## src/rtl/mem_arbiter_pkg.sv

```systemverilog
// Shared encodings for the IFU/LSU memory arbiter: MMU access widths,
// owner identifiers and the arbiter FSM state encoding.
package mem_arbiter_pkg;

  localparam logic [1:0] MMU_WIDTH_BYTE = 2'd0;
  localparam logic [1:0] MMU_WIDTH_HALF = 2'd1;
  localparam logic [1:0] MMU_WIDTH_WORD = 2'd3;

  localparam logic ARB_OWNER_IFU = 1'b0;
  localparam logic ARB_OWNER_LSU = 1'b1;

  typedef enum logic [1:0] {
    ARB_IDLE  = 2'd0,
    ARB_ISSUE = 2'd1,
    ARB_WAIT  = 2'd2,
    ARB_RESP  = 2'd3
  } arb_state_t;

endpackage

```

## src/rtl/rr_arb2.sv

```systemverilog
// Combinational two-client round-robin grant; bit 0 is the IFU, bit 1 the LSU.
// On a tie the client that was not granted last wins.
module rr_arb2
  import mem_arbiter_pkg::*;
(
  input  logic [1:0] req,
  input  logic       last_grant,
  output logic [1:0] grant
);

  always_comb begin
    grant = 2'b00;
    case (req)
      2'b01:   grant = 2'b01;
      2'b10:   grant = 2'b10;
      2'b11:   grant = (last_grant == ARB_OWNER_IFU) ? 2'b10 : 2'b01;
      default: grant = 2'b00;
    endcase
  end

endmodule

```

## src/rtl/mem_arbiter.sv

```systemverilog
// Shares the single MMU port between instruction fetch and load/store: one
// access at a time, round-robin on ties, one-cycle command, one-cycle response.
module mem_arbiter
  import mem_arbiter_pkg::*;
#(
  parameter int WAIT_LIMIT = 16
) (
  input  logic        clk,
  input  logic        reset,
  input  logic        ifu_req,
  input  logic [31:0] ifu_addr,
  output logic [31:0] ifu_rdata,
  output logic        ifu_valid,
  output logic        ifu_err,
  input  logic        lsu_req,
  input  logic        lsu_we,
  input  logic        lsu_signed,
  input  logic [1:0]  lsu_width,
  input  logic [31:0] lsu_addr,
  input  logic [31:0] lsu_wdata,
  output logic [31:0] lsu_rdata,
  output logic        lsu_valid,
  output logic        lsu_err,
  output logic        mem_read_enable,
  output logic        mem_write_enable,
  output logic        mem_signed_read,
  output logic [1:0]  mem_data_width,
  output logic [31:0] mem_address,
  output logic [31:0] mem_data_in,
  input  logic [31:0] mem_data_out,
  input  logic        mem_ready
);

  localparam int CNT_W = $clog2(WAIT_LIMIT + 1);
  localparam logic [CNT_W-1:0] CNT_MAX = CNT_W'(WAIT_LIMIT);

  arb_state_t       state;
  logic             last_grant;
  logic             owner;
  logic             owner_store;
  logic [CNT_W-1:0] wait_cnt;
  logic [1:0]       grant;

  rr_arb2 u_rr_arb2 (
    .req        ({lsu_req, ifu_req}),
    .last_grant (last_grant),
    .grant      (grant)
  );

  always_ff @(posedge clk or posedge reset) begin
    if (reset) begin
      state            <= ARB_IDLE;
      last_grant       <= ARB_OWNER_IFU;
      owner            <= ARB_OWNER_IFU;
      owner_store      <= 1'b0;
      wait_cnt         <= '0;
      ifu_rdata        <= '0;
      ifu_valid        <= 1'b0;
      ifu_err          <= 1'b0;
      lsu_rdata        <= '0;
      lsu_valid        <= 1'b0;
      lsu_err          <= 1'b0;
      mem_read_enable  <= 1'b0;
      mem_write_enable <= 1'b0;
      mem_signed_read  <= 1'b0;
      mem_data_width   <= '0;
      mem_address      <= '0;
      mem_data_in      <= '0;
    end else begin
      ifu_valid <= 1'b0;
      ifu_err   <= 1'b0;
      lsu_valid <= 1'b0;
      lsu_err   <= 1'b0;
      case (state)
        ARB_IDLE: begin
          if (grant != 2'b00) begin
            owner       <= grant[1];
            last_grant  <= grant[1];
            owner_store <= grant[1] & lsu_we;
            state       <= ARB_ISSUE;
            if (grant[1]) begin
              mem_read_enable  <= ~lsu_we;
              mem_write_enable <= lsu_we;
              mem_signed_read  <= lsu_signed;
              mem_data_width   <= lsu_width;
              mem_address      <= lsu_addr;
              mem_data_in      <= lsu_wdata;
            end else begin
              mem_read_enable  <= 1'b1;
              mem_write_enable <= 1'b0;
              mem_signed_read  <= 1'b0;
              mem_data_width   <= MMU_WIDTH_WORD;
              mem_address      <= ifu_addr;
              mem_data_in      <= '0;
            end
          end
        end
        // Enables are a single-cycle pulse; the fields stay put until the next grant.
        ARB_ISSUE: begin
          mem_read_enable  <= 1'b0;
          mem_write_enable <= 1'b0;
          wait_cnt         <= '0;
          state            <= ARB_WAIT;
        end
        ARB_WAIT: begin
          if (mem_ready) begin
            state <= ARB_RESP;
            if (owner == ARB_OWNER_IFU) begin
              ifu_rdata <= mem_data_out;
              ifu_valid <= 1'b1;
            end else begin
              if (!owner_store) lsu_rdata <= mem_data_out;
              lsu_valid <= 1'b1;
            end
          end else if (wait_cnt == CNT_MAX) begin
            state <= ARB_RESP;
            if (owner == ARB_OWNER_IFU) begin
              ifu_rdata <= '0;
              ifu_err   <= 1'b1;
              ifu_valid <= 1'b1;
            end else begin
              lsu_rdata <= '0;
              lsu_err   <= 1'b1;
              lsu_valid <= 1'b1;
            end
          end else begin
            wait_cnt <= wait_cnt + 1'b1;
          end
        end
        ARB_RESP: state <= ARB_IDLE;
        default:  state <= ARB_IDLE;
      endcase
    end
  end

endmodule

```

## config.mk

```make
export PLATFORM = sky130hd
export DESIGN_NAME = mem_arbiter
export DESIGN_NICKNAME = d
export VERILOG_FILES = /design/src/rtl/mem_arbiter_pkg.sv /design/src/rtl/rr_arb2.sv /design/src/rtl/mem_arbiter.sv
export SDC_FILE = /design/constraint.sdc
export NUM_CORES = 1
export LEC_CHECK = 0
export CAP_MARGIN = 10
export CELL_PAD_IN_SITES_DETAIL_PLACEMENT = 1
export CELL_PAD_IN_SITES_GLOBAL_PLACEMENT = 1
export CORE_MARGIN = 2
export CORE_UTILIZATION = 34
export DETAILED_ROUTE_END_ITERATION = 10
export PLACE_DENSITY = 0.94
export SKIP_CTS_REPAIR_TIMING = 1
export SLEW_MARGIN = 20
export SYNTH_ARGS = -nofsm -noshare
export SYNTH_HDL_FRONTEND = slang
export SYNTH_SLANG_ARGS = --single-unit
```

## constraint.sdc

```tcl
create_clock -name clk -period 14.8 [get_ports clk]
set_clock_uncertainty 0.2 [all_clocks]
set_input_delay 3.7 -clock clk [delete_from_list [all_inputs] [get_ports clk]]
set_output_delay 3.7 -clock clk [all_outputs]
set_load 0.01 [all_outputs]
```

; Yosys cells after proc, flatten, opt, wreduce, memory -nomap -nowiden
; Cells that the tools add are included.
[op_classes]
reduce_logical = 11
eq_ne = 12
n_addsub = 1
bitwise_logic = 3
muxes = 40
[op_table]
columns = operator, n
row1 = $mux 32, 11
row2 = $mux 1, 17
row3 = $mux 2, 5
row4 = $mux 5, 2
row5 = $pmux 5 s2, 1
row6 = $eq 2x2->1 const B, 4
row7 = $ne 2x2->1 const B, 4
row8 = $pmux 2 s4, 1
row9 = $reduce_bool 2->1, 4
row10 = $pmux 2 s3, 1
row11 = $reduce_and 2->1, 3
row12 = $reduce_and 3->1, 2
row13 = $add 5x1->5 const B, 1
row14 = $eq 5x5->1 const B, 1
row15 = $eq 2x1->1 const B, 2
row16 = $pmux 1 s2, 2
row17 = $reduce_and 4->1, 1
row18 = $ne 3x3->1 const B, 1
row19 = $logic_not 2->1, 1
row20 = $not 1->1, 2
row21 = $and 1x1->1, 1
[totals]
inputBits = 137
elab_cells = 83
output_inout_bits = 137
register_bits = 146

; Depth between registers and ports, before layout
[depth]
ltp_word = 5
ltp_mapped = 8
mapped_depth_nobuf = 5

; Hierarchy
; Synthesis repeated with hierarchy kept, for this count alone.
[unflattened]
cells_unflattened = 561
hier_area_um2 = 6297.3
[by_module_without_submodules]
columns = module, n_inst, seq_area_each_um2, area_each_um2, cells_each
row1 = mem_arbiter, 1, 3653.5, 6278.5, 558
row2 = rr_arb2, 1, 0.0, 18.8, 3

; Least setup slack after synthesis
; No wires, ideal clock.
[synth_timing]
path_kind = input to register
from = input mem_ready
to = register wait_cnt[3]
t_required_ps = 14475
t_arrival_ps = 4462
slack_ps = 10014
setup_ps = 125
cell_stages = 4
path_buffers = 1
cell_sequence = buf_2 nand4b_1 a21o_1 mux2_2
[synth_via]
elab_chain_len = 2
[synth_rtl]
columns = element, line
row1 = "start, declared", mem_arbiter.sv:31  ; input logic mem_ready
row2 = $ne 2x2->1 (no source line), --
row3 = $reduce_and 3->1 (no source line), --
row4 = "end signal, assigned", mem_arbiter.sv:127  ; wait_cnt <= wait_cnt + 1'b1;
row5 = "end, declared", mem_arbiter.sv:41  ; logic [CNT_W-1:0] wait_cnt;
; No other way between the ends.
; A chain may end at the register's enable or synchronous reset.

; Worst setup path after layout
[layout_timing]
from = input ifu_req
to = register mem_data_in[22]
[layout_via]
elab_chain_len = 4
word_cells_on_any_way = 7
classes_between = 3 x eq/ne / 2 x mux / 2 x reduce/logical
[layout_rtl]
columns = element, line
row1 = "start, declared", mem_arbiter.sv:10  ; input logic ifu_req,
row2 = $eq 2x2->1 or $eq 2x1->1 (tied branches), rr_arb2.sv:13  ; case (req)
row3 = $pmux 2 s3 *, rr_arb2.sv:13
row4 = $reduce_bool 2->1, mem_arbiter.sv:76  ; if (grant != 2'b00) begin
row5 = $reduce_and 2->1 (no source line), --
row6 = "end signal, assigned", mem_arbiter.sv:87  ; mem_data_in <= lsu_wdata;
row7 = "end, declared", mem_arbiter.sv:29  ; output logic [31:0] mem_data_in,
; Mark *: on every way between the ends. The rest lies on a longest branch, timed or not.

==> results.cfg <==
[timing]
worst_pin_slew_ns = 0.923
fmax_ghz = 0.184
fin_ws_ns = 9.35
tns_ns = 0
whs_ns = 0.302
maxSlewViolCount = 0
finalHoldViolations = 0
grt_setup_unrepaired = no
min_period_ns = 5.45
post-route-period-util = 0.368
slew_headroom = 0.383
setup_violations = 0

[global_routing]
grt_max_degree = 84
grt_remaining_overflow = 0
grt_usage = 0.218
antenna_found_initial = 0
first_global_vias = 5865
grt_pass1_wl_um = 33300

[routing]
num_vias = 5425
drc = 0
wl_um = 21000
drtPass1Iterations = 4
via_per_inst = 5.34
drt_iter0_drc = 205
ant_nets = 0
wl_per_cell_um = 20.7

[cts]
h-tree-depth = 4
cts_tree = yes
numCtsBuffers = 17
cts-root-buf = clkbuf_16
cts_buffer_depth = 2
path_clk_slew_ns = 0.06
cts.sinks = 146
clk_latency_ns = 0.41

[yosys]
synth-main-ff-cell = dfrtp_1
synth_cells = 519
synth-async-reset-ratio = 1.00
synth.top_cells.by_area = dfrtp_1, a22o_1, a21oi_1
synth_edf_count = 0
synth-seq-area-share = 0.593
yosysUniqueCellTypes = 39
syn-cell-area_um2 = 6160
netlist.area_leader.share = 0.593
yosys.area.top_type = dfrtp_1
yosysMostFrequentCell = dfrtp_1
syn_nets = 662
yosys-top-cells-count = dfrtp_1, a22o_1, a21oi_1
yosys_warnings = 0
synth_seq_cells = 146
avgSynthCellArea_um2 = 11.9

[die]
core_area_um2 = 17900
die-area_um2 = 19200
io_pins = 274
rows = 49
die_w_um = 139
start_util = 0.344
fp.dieH_um = 139

[layout]
diodes = 0
multiInputGateArea_um2 = 2180
fill_cells = 1871
seq_area_um2 = 3650
area_growth_pct = 54.6
drive_gt1_frac = 0.0623
layout.nets = 917

[setup_path]
cp_cell_sequence = clkdlybuf4s50_1, a21bo_2, nor2_8, a22o_1
critical_path.endpoint_type = register
crit_type = primary input to register
critPathRequiredTime_ns = 14.89
cp_data_arrival_time_ns = 5.53
start_kind = primary input
crit_fanout = 33
cpMaxStageDelayCell = a21bo_2
cp_slowest_stage_delay_ns = 0.71

[run_status]
outcome = completed

[place]
io_buffers = 273
post-place-ws_ns = 8.92
finalWeightedCongestion = 0.775
dpl.hpwl_um = 14600

[pwr]
peakVddDrop_mv = 0.114
power_density_nw_per_um2 = 221
p_leak_nw = 4.12

[hold_path]
hold_path.class = register to register

[run]
max-cap-violations = 0
-- state kept, by name (all words and copies together), names as in the netlist --
name              count
owner_store           1
wait_cnt              5
mem_signed_read       1
ifu_err               1
state                 2
mem_data_width        2
owner                 1
ifu_rdata            32
mem_address          32
mem_read_enable       1
lsu_rdata            32
mem_write_enable      1
lsu_valid             1
lsu_err               1
ifu_valid             1
mem_data_in          32
-- through the flow --
step,cell area [um2],util,total power (W),cells
3_5_place_dp,8950,0.500,0.00169,984
6_report,9530,0.532,0.00211,1016
5_1_grt,9530,0.532,0.00223,1016
3_3_place_gp,8950,0.500,0.00164,984
2_1_floorplan,6160,-,0.00118,519
4_1_cts,9530,0.532,0.00213,1016
-- final cells by class --
type	count	area share
multi-input cells	318	0.228
clock buffers	21	0.0473
repair buffers	281	0.293
clock inverters	11	0.0137
well taps	229	0.0301
inverters	10	0.00447
flip-flops and latches	146	0.384
-- cell families after synthesis --
| family | share of synthesized area |
|---|---|
| fa+ha+maj | 0.0122 |
| compound gates | 0.258 |
| buf+inv | 0.0552 |
| xor+xnor | 0.00142 |
| mux | 0.00853 |
| flops | 0.593 |
| simple gates | 0.0713 |
-- metal layers --
| metal | GRT usage | share of wire |
|---|---|---|
| met5 | 0 | 0 |
| met2 | 0.370 | 0.50 |
| met1 | 0.270 | 0.41 |
| met4 | 0.0542 | 0.013 |
| met3 | 0.0718 | 0.080 |
-- layout by cell type, fill, tap and decap left out, drive strengths merged, types with 3 or more instances in the layout --
cell / Yosys / routed
clkdlybuf4s50: 0 / 272
dfrtp: 146 / 146
a22o: 128 / 128
a21oi: 66 / 66
nand2: 44 / 44
nor2: 36 / 36
clkbuf: 9 / 21
inv: 10 / 11
buf: 36 / 9
o21ai: 7 / 7
clkinv: 0 / 7
ha: 6 / 6
mux2i: 3 / 3
-- worst max-delay path: cells and delay by family --
kind	cells	cell delay (ns)
AOI/OAI and AO/OA	2	0.97
buffers and inverters	1	0.64
and+or+nand+nor	1	0.21
-- power by group --
| part | internal (W) | switching [W] | leakage, nW |
|---|---|---|---|
| clock network | 0.000254 | 0.000172 | 0.282 |
| logic | 0.000538 | 0.000427 | 2.07 |
| registers | 0.000586 | 0.000130 | 1.77 |
| total | 0.00138 | 0.000730 | 4.12 |
-- path summary, 6_finish.rpt --
path,startpoint,end,slack [ns],cells past startpoint
hold reg to reg,ifu_rdata[17],ifu_rdata[17],0.30,1
max in group asynchronous,reset,ifu_rdata[15],9.42,3
min in group asynchronous,reset,mem_address[2],3.61,2
setup reg to reg,wait_cnt[0],lsu_rdata[6],12.60,5
setup / recovery,ifu_req,mem_data_in[22],9.35,4
hold / removal,ifu_rdata[17],ifu_rdata[17],0.30,1
(Power assumes the default switching activity.)
